File: src/rtl/muldiv_if.sv
// Pipeline-facing bundle of the HI/LO multiply/divide unit: EX-stage request,
// HI/LO read port and the stall/busy status returned to the pipeline.
interface muldiv_if;
  logic [31:0] SrcAE;
  logic [31:0] SrcBE;
  logic        startE;
  logic [2:0]  opE;
  logic [1:0]  mfE;
  logic [31:0] HiLoOut;
  logic        busy;
  logic        stallE;

  modport master (
    output SrcAE, SrcBE, startE, opE, mfE,
    input  HiLoOut, busy, stallE
  );

  modport slave (
    input  SrcAE, SrcBE, startE, opE, mfE,
    output HiLoOut, busy, stallE
  );
endinterface

File: src/rtl/muldiv_unit.sv
// Iterative 32-bit HI/LO multiply/divide unit: radix-2 shift-add multiply and
// restoring divide on magnitudes, followed by one sign-correction cycle.
module muldiv_unit (
  input  logic clk,
  input  logic reset_n,
  muldiv_if.slave bus
);

  localparam logic [2:0] OP_NONE0 = 3'b000;
  localparam logic [2:0] OP_MULT  = 3'b001;
  localparam logic [2:0] OP_MULTU = 3'b010;
  localparam logic [2:0] OP_DIV   = 3'b011;
  localparam logic [2:0] OP_DIVU  = 3'b100;
  localparam logic [2:0] OP_MTHI  = 3'b101;
  localparam logic [2:0] OP_MTLO  = 3'b110;
  localparam logic [2:0] OP_NONE7 = 3'b111;

  typedef enum logic [1:0] {IDLE, MUL, DIV, FIX} state_t;

  state_t      state_q, state_d;
  logic [5:0]  cnt_q, cnt_d;
  logic [31:0] hi_q, hi_d;
  logic [31:0] lo_q, lo_d;
  logic [31:0] acc_hi_q, acc_hi_d;
  logic [31:0] acc_lo_q, acc_lo_d;
  logic [31:0] opb_q, opb_d;
  logic        neg_q, neg_d;
  logic        neg_rem_q, neg_rem_d;
  logic        is_div_q, is_div_d;
  logic        busy_q, busy_d;

  logic        op_valid, accept, signed_op, sign_a, sign_b;
  logic [31:0] mag_a, mag_b;
  logic [32:0] mul_sum;
  logic [32:0] div_shift;
  logic        div_ge;
  logic [31:0] div_rem;
  logic [63:0] prod_fix;
  logic [31:0] quo_fix, rem_fix;

  always_comb begin
    op_valid  = (bus.opE != OP_NONE0) && (bus.opE != OP_NONE7);
    accept    = bus.startE && op_valid && !busy_q;
    signed_op = (bus.opE == OP_MULT) || (bus.opE == OP_DIV);
    sign_a    = signed_op && bus.SrcAE[31];
    sign_b    = signed_op && bus.SrcBE[31];
    mag_a     = sign_a ? (32'd0 - bus.SrcAE) : bus.SrcAE;
    mag_b     = sign_b ? (32'd0 - bus.SrcBE) : bus.SrcBE;
  end

  // Multiply keeps the multiplier in acc_lo and shifts the product in from the top;
  // divide keeps the partial remainder in acc_hi and the dividend/quotient in acc_lo.
  always_comb begin
    mul_sum   = {1'b0, acc_hi_q} + (acc_lo_q[0] ? {1'b0, opb_q} : 33'd0);
    div_shift = {acc_hi_q, acc_lo_q[31]};
    div_ge    = div_shift >= {1'b0, opb_q};
    div_rem   = div_shift[31:0] - opb_q;
    prod_fix  = neg_q ? (64'd0 - {acc_hi_q, acc_lo_q}) : {acc_hi_q, acc_lo_q};
    quo_fix   = neg_q ? (32'd0 - acc_lo_q) : acc_lo_q;
    rem_fix   = neg_rem_q ? (32'd0 - acc_hi_q) : acc_hi_q;
  end

  always_comb begin
    state_d   = state_q;
    cnt_d     = cnt_q;
    hi_d      = hi_q;
    lo_d      = lo_q;
    acc_hi_d  = acc_hi_q;
    acc_lo_d  = acc_lo_q;
    opb_d     = opb_q;
    neg_d     = neg_q;
    neg_rem_d = neg_rem_q;
    is_div_d  = is_div_q;
    busy_d    = busy_q;

    unique case (state_q)
      IDLE: begin
        if (accept) begin
          unique case (bus.opE)
            OP_MULT, OP_MULTU: begin
              state_d  = MUL;
              busy_d   = 1'b1;
              cnt_d    = 6'd0;
              is_div_d = 1'b0;
              acc_hi_d = 32'd0;
              acc_lo_d = mag_a;
              opb_d    = mag_b;
              neg_d    = sign_a ^ sign_b;
            end
            OP_DIV, OP_DIVU: begin
              busy_d   = 1'b1;
              cnt_d    = 6'd0;
              is_div_d = 1'b1;
              // A zero divisor skips iteration and lets FIX pass the fixed result through.
              if (bus.SrcBE == 32'd0) begin
                state_d   = FIX;
                acc_hi_d  = bus.SrcAE;
                acc_lo_d  = 32'hFFFF_FFFF;
                neg_d     = 1'b0;
                neg_rem_d = 1'b0;
              end else begin
                state_d   = DIV;
                acc_hi_d  = 32'd0;
                acc_lo_d  = mag_a;
                opb_d     = mag_b;
                neg_d     = sign_a ^ sign_b;
                neg_rem_d = sign_a;
              end
            end
            OP_MTHI: hi_d = bus.SrcAE;
            OP_MTLO: lo_d = bus.SrcAE;
            default: ;
          endcase
        end
      end
      MUL: begin
        acc_hi_d = mul_sum[32:1];
        acc_lo_d = {mul_sum[0], acc_lo_q[31:1]};
        cnt_d    = (cnt_q == 6'd31) ? 6'd0 : cnt_q + 6'd1;
        if (cnt_q == 6'd31) state_d = FIX;
      end
      DIV: begin
        acc_hi_d = div_ge ? div_rem : div_shift[31:0];
        acc_lo_d = {acc_lo_q[30:0], div_ge};
        cnt_d    = (cnt_q == 6'd31) ? 6'd0 : cnt_q + 6'd1;
        if (cnt_q == 6'd31) state_d = FIX;
      end
      FIX: begin
        if (is_div_q) begin
          hi_d = rem_fix;
          lo_d = quo_fix;
        end else begin
          hi_d = prod_fix[63:32];
          lo_d = prod_fix[31:0];
        end
        busy_d  = 1'b0;
        state_d = IDLE;
      end
      default: state_d = IDLE;
    endcase
  end

  always_ff @(posedge clk or negedge reset_n) begin
    if (!reset_n) begin
      state_q   <= IDLE;
      cnt_q     <= 6'd0;
      hi_q      <= 32'd0;
      lo_q      <= 32'd0;
      acc_hi_q  <= 32'd0;
      acc_lo_q  <= 32'd0;
      opb_q     <= 32'd0;
      neg_q     <= 1'b0;
      neg_rem_q <= 1'b0;
      is_div_q  <= 1'b0;
      busy_q    <= 1'b0;
    end else begin
      state_q   <= state_d;
      cnt_q     <= cnt_d;
      hi_q      <= hi_d;
      lo_q      <= lo_d;
      acc_hi_q  <= acc_hi_d;
      acc_lo_q  <= acc_lo_d;
      opb_q     <= opb_d;
      neg_q     <= neg_d;
      neg_rem_q <= neg_rem_d;
      is_div_q  <= is_div_d;
      busy_q    <= busy_d;
    end
  end

  assign bus.HiLoOut = (bus.mfE == 2'b10) ? hi_q :
                       (bus.mfE == 2'b11) ? lo_q : 32'd0;
  assign bus.busy    = busy_q;
  assign bus.stallE  = busy_q && (bus.mfE[1] || (bus.startE && op_valid));

endmodule

File: src/flat_wrapper.sv
// flat-port wrapper written by rule: the top's interface ports become plain ports
module muldiv_unit_flat 
  (clk, reset_n, bus_SrcAE, bus_SrcBE, bus_startE, bus_opE, bus_mfE, bus_HiLoOut, bus_busy, bus_stallE);
  muldiv_if bus_i ();
  input  logic clk;
  input  logic reset_n;
  input wire logic [$bits(bus_i.SrcAE)-1:0] bus_SrcAE;
  input wire logic [$bits(bus_i.SrcBE)-1:0] bus_SrcBE;
  input wire logic [$bits(bus_i.startE)-1:0] bus_startE;
  input wire logic [$bits(bus_i.opE)-1:0] bus_opE;
  input wire logic [$bits(bus_i.mfE)-1:0] bus_mfE;
  output wire logic [$bits(bus_i.HiLoOut)-1:0] bus_HiLoOut;
  output wire logic [$bits(bus_i.busy)-1:0] bus_busy;
  output wire logic [$bits(bus_i.stallE)-1:0] bus_stallE;
  assign bus_i.SrcAE = bus_SrcAE;
  assign bus_i.SrcBE = bus_SrcBE;
  assign bus_i.startE = bus_startE;
  assign bus_i.opE = bus_opE;
  assign bus_i.mfE = bus_mfE;
  assign bus_HiLoOut = bus_i.HiLoOut;
  assign bus_busy = bus_i.busy;
  assign bus_stallE = bus_i.stallE;
  muldiv_unit u_core (.clk(clk), .reset_n(reset_n), .bus(bus_i));
endmodule
File: config.mk
export PLATFORM = sky130hd
export DESIGN_NAME = muldiv_unit_flat
export DESIGN_NICKNAME = d
export VERILOG_FILES = /design/src/rtl/muldiv_if.sv /design/src/rtl/muldiv_unit.sv /design/src/flat_wrapper.sv
export SDC_FILE = /design/constraint.sdc
export NUM_CORES = 1
export LEC_CHECK = 0
export BUFFER_PORTS_ARGS = -buffer_cell sky130_fd_sc_hd__buf_4
export CORE_MARGIN = 2
export CORE_UTILIZATION = 40
export CTS_CLUSTER_SIZE = 30
export DETAILED_ROUTE_END_ITERATION = 6
export SYNTH_ARGS = -nofsm -noshare
export SYNTH_HDL_FRONTEND = slang
export SYNTH_SLANG_ARGS = --single-unit
File: constraint.sdc
create_clock -name clk -period 4.16 [get_ports clk]
set_clock_uncertainty 0.2 [all_clocks]
set_input_delay 0.208 -clock clk [delete_from_list [all_inputs] [get_ports clk]]
set_output_delay 0.208 -clock clk [all_outputs]
set_load 0.05 [all_outputs]
==> metrics <==
Worst-Margin Slew 1110 ps; final instance count without filler cells 2670; worst-path fanout max 6; max-cap violation count 0; Slew Limit Headroom 0.260; average wire length per cell after detail routing 22.9 µm; fillcell total 3931; Yosys reg bits 172; Placer Congestion 0.973; total setup buffers inserted after CTS 0; total power 17.3 mW; startpoint type of the worst setup path flip-flop; maximum achievable frequency 0.253 GHz; Placeable Area 0.0395 mm²; final critical path time including I/O delays and setup 3960 ps; EDFF count, synth 0; Yosys top cell by area sky130_fd_sc_hd__dfrtp_1; CTS tree done; ratio of cells with drive above 1 in the final layout 0.132; most instantiated library cell after synthesis sky130_fd_sc_hd__nand2_1; Power Density 932 mW/mm²; Final setup viols 0; clock sink count 172; drt initial violations 1687; Initial Util 0.403; kind of critical path reg2reg; required time reported for the critical path endpoint 4340 ps; fraction of registers with async set or reset after synthesis 1.00; overall overflow remaining after global route 0; capturing element type of the critical path flip-flop; CTS max path bufs 2; via count of the first global-routing pass 15228; Vert. Die Dim 204 µm; Placed Cells incl. Taps 2584; Reg2Reg Setup Slack 200 ps; average footprint of a synthesized cell 7.92 µm²; share of the yosys chip area belonging to registers 0.270; via count 16418; class of the most critical hold timing path in2reg; final critical-path share of the clock period 0.952; Max VDD drop 648 µV; Critical Path AT 4140 ps; Syn Inst Count 2013; Pre-antenna DRT Iters 6; area of the mapped netlist 0.0159 mm²; syn_nets 2160; GRT Resource Usage Total 0.295; dominant register cell in the synthesized netlist sky130_fd_sc_hd__dfrtp_1; top cells by count, synth sky130_fd_sc_hd__nand2_1 (216), sky130_fd_sc_hd__o21ai_0 (189), sky130_fd_sc_hd__dfrtp_1 (172); max-slew violation count 0; Die Outline Area 0.0415 mm²; die width 204 µm; number of remaining DRC errors 0; Ant. Diodes 0; Final WS setup 202 ps; number of warnings reported in the yosys synthesis log 0; cts bufs inserted 17; routed via count divided by cell count 6.15; antenna violation net count after detailed routing 0; number of top-level design ports 106; setup total negative slack 0 ps; synth top area cells sky130_fd_sc_hd__dfrtp_1 (27%), sky130_fd_sc_hd__o21ai_0 (5.9%), sky130_fd_sc_hd__ha_1 (5.7%), sky130_fd_sc_hd__nand2_1 (5.1%), sky130_fd_sc_hd__a21oi_1 (4.8%); count of port buffers added during placement 105; Clock transition at path regs 80 ps; worst hold slack 23.3 ps; global-route wire length before repair 94.2 mm; number of H-tree levels 4; standard-cell rows 73; area share of the largest cell type after synthesis 0.270; buffer type at the clock tree root sky130_fd_sc_hd__clkbuf_16; outcome completed; DRT Wirelength 61.1 mm; unrepaired setup endpoints after global routing false; post-placement worst setup slack 162 ps; largest net degree at the start of global routing 98; area growth from synthesis to final layout 16.7%; standby leakage power 8.11 nW; unique cell type count in the Yosys netlist 92; initial antenna violation count 1; final layout net count 2279; endpoints failing hold 0; clock latency on the worst-skew pair 450 ps; Detailed Place HPWL 47.3 mm
==> routing by layer <==
metal	GRT usage	part of all wire
met4	0.0850	0.027
met2	0.453	0.44
met3	0.0422	0.072
met5	0	0.00026
met1	0.429	0.46
==> sequential cells by signal (all words and copies together) (netlist names) <==
name	flops
u_core.acc_hi_q	32
u_core.lo_q	32
u_core.bus.busy	1
u_core.acc_lo_q	32
u_core.neg_q	1
u_core.hi_q	32
u_core.neg_rem_q	1
u_core.cnt_q	6
u_core.state_q	2
u_core.is_div_q	1
u_core.opb_q	32
==> kinds of logic after synthesis <==
logic type               Yosys count  share of synthesized area
buffers and inverters            205                     0.0507
multiplexers                      67                     0.0440
XOR/XNOR                         157                     0.0863
adder cells (fa/ha/maj)           75                     0.0598
flip-flops                       172                      0.270
AND/OR/NAND/NOR                  630                      0.197
AO/OA/AOI/OAI                    707                      0.292
==> cell type report <==
class                      instances  area [µm²]  area share
multi-input combinational       1636       10900       0.584
clock inverter                    14         153     0.00821
inverter                          69         263      0.0141
tap                              525         657      0.0353
sequential                       172        4300       0.231
clock buffer                      18         429      0.0231
timing repair buffer             236        1920       0.103
==> power by group <==
group	switching, mW	internal (mW)
clock	0.841	0.802
combinational	7.91	4.47
sequential	0.800	2.52
total	9.55	7.79
==> worst paths after layout <==
path,to,depth (start not counted),from
max in group asynchronous,u_core.acc_hi_q[6],3,reset_n
min in group asynchronous,u_core.acc_hi_q[23],2,reset_n
setup reg to reg,u_core.acc_hi_q[23],14,u_core.acc_lo_q[0]
hold / removal,u_core.acc_hi_q[8],3,bus_SrcAE[8]
hold reg to reg,u_core.lo_q[10],2,u_core.lo_q[10]
setup / recovery,u_core.acc_hi_q[23],14,u_core.acc_lo_q[0]
==> cells in the final DEF, fill, tap and decap left out, types with 30 or more instances in the layout <==
cell type / instances
sky130_fd_sc_hd__a21oi_1: 153
sky130_fd_sc_hd__a21o_1: 73
sky130_fd_sc_hd__inv_1: 67
sky130_fd_sc_hd__o21ai_0: 189
sky130_fd_sc_hd__nor2_1: 155
sky130_fd_sc_hd__xnor2_1: 70
sky130_fd_sc_hd__a211oi_1: 30
sky130_fd_sc_hd__mux2i_1: 49
sky130_fd_sc_hd__nand2_1: 215
sky130_fd_sc_hd__dlygate4sd3_1: 54
sky130_fd_sc_hd__xor2_1: 87
sky130_fd_sc_hd__nor3_1: 39
sky130_fd_sc_hd__nor2b_1: 49
sky130_fd_sc_hd__dfrtp_1: 172
sky130_fd_sc_hd__buf_4: 180
sky130_fd_sc_hd__ha_1: 69
sky130_fd_sc_hd__a22oi_1: 33
sky130_fd_sc_hd__a221oi_1: 46
==> critical path, stage by stage, from the launching register on <==
cell and delay, ps:
sky130_fd_sc_hd__dfrtp_1 410, sky130_fd_sc_hd__buf_4 170, sky130_fd_sc_hd__and2_1 140, sky130_fd_sc_hd__ha_1 210, sky130_fd_sc_hd__inv_1 70, sky130_fd_sc_hd__fa_1 210
sky130_fd_sc_hd__nand2b_1 150, sky130_fd_sc_hd__a21oi_1 110, sky130_fd_sc_hd__o41a_1 480, sky130_fd_sc_hd__a221oi_2 460, sky130_fd_sc_hd__o21a_1 340, sky130_fd_sc_hd__o21ai_0 200
sky130_fd_sc_hd__a31oi_1 220, sky130_fd_sc_hd__mux2_2 350, sky130_fd_sc_hd__a31oi_1 160
==> what timing repair did <==
action / in CTS / in global routing
hold endpoints to repair: 130 / 0
resized for setup: 0 / 3
hold buffers: 54 / 0
endpoints found under the setup margin: 0 / 3
==> stage by stage <==
| stage | util | instance area [µm²] |
|---|---|---|
| 2_1_floorplan | - | 15900 |
| 3_3_place_gp | 0.442 | 17500 |
| 3_5_place_dp | 0.442 | 17500 |
| 4_1_cts | 0.470 | 18600 |
| 5_1_grt | 0.470 | 18600 |
| 6_report | 0.470 | 18600 |
Note: power is estimated with default switching activity, not from simulation.
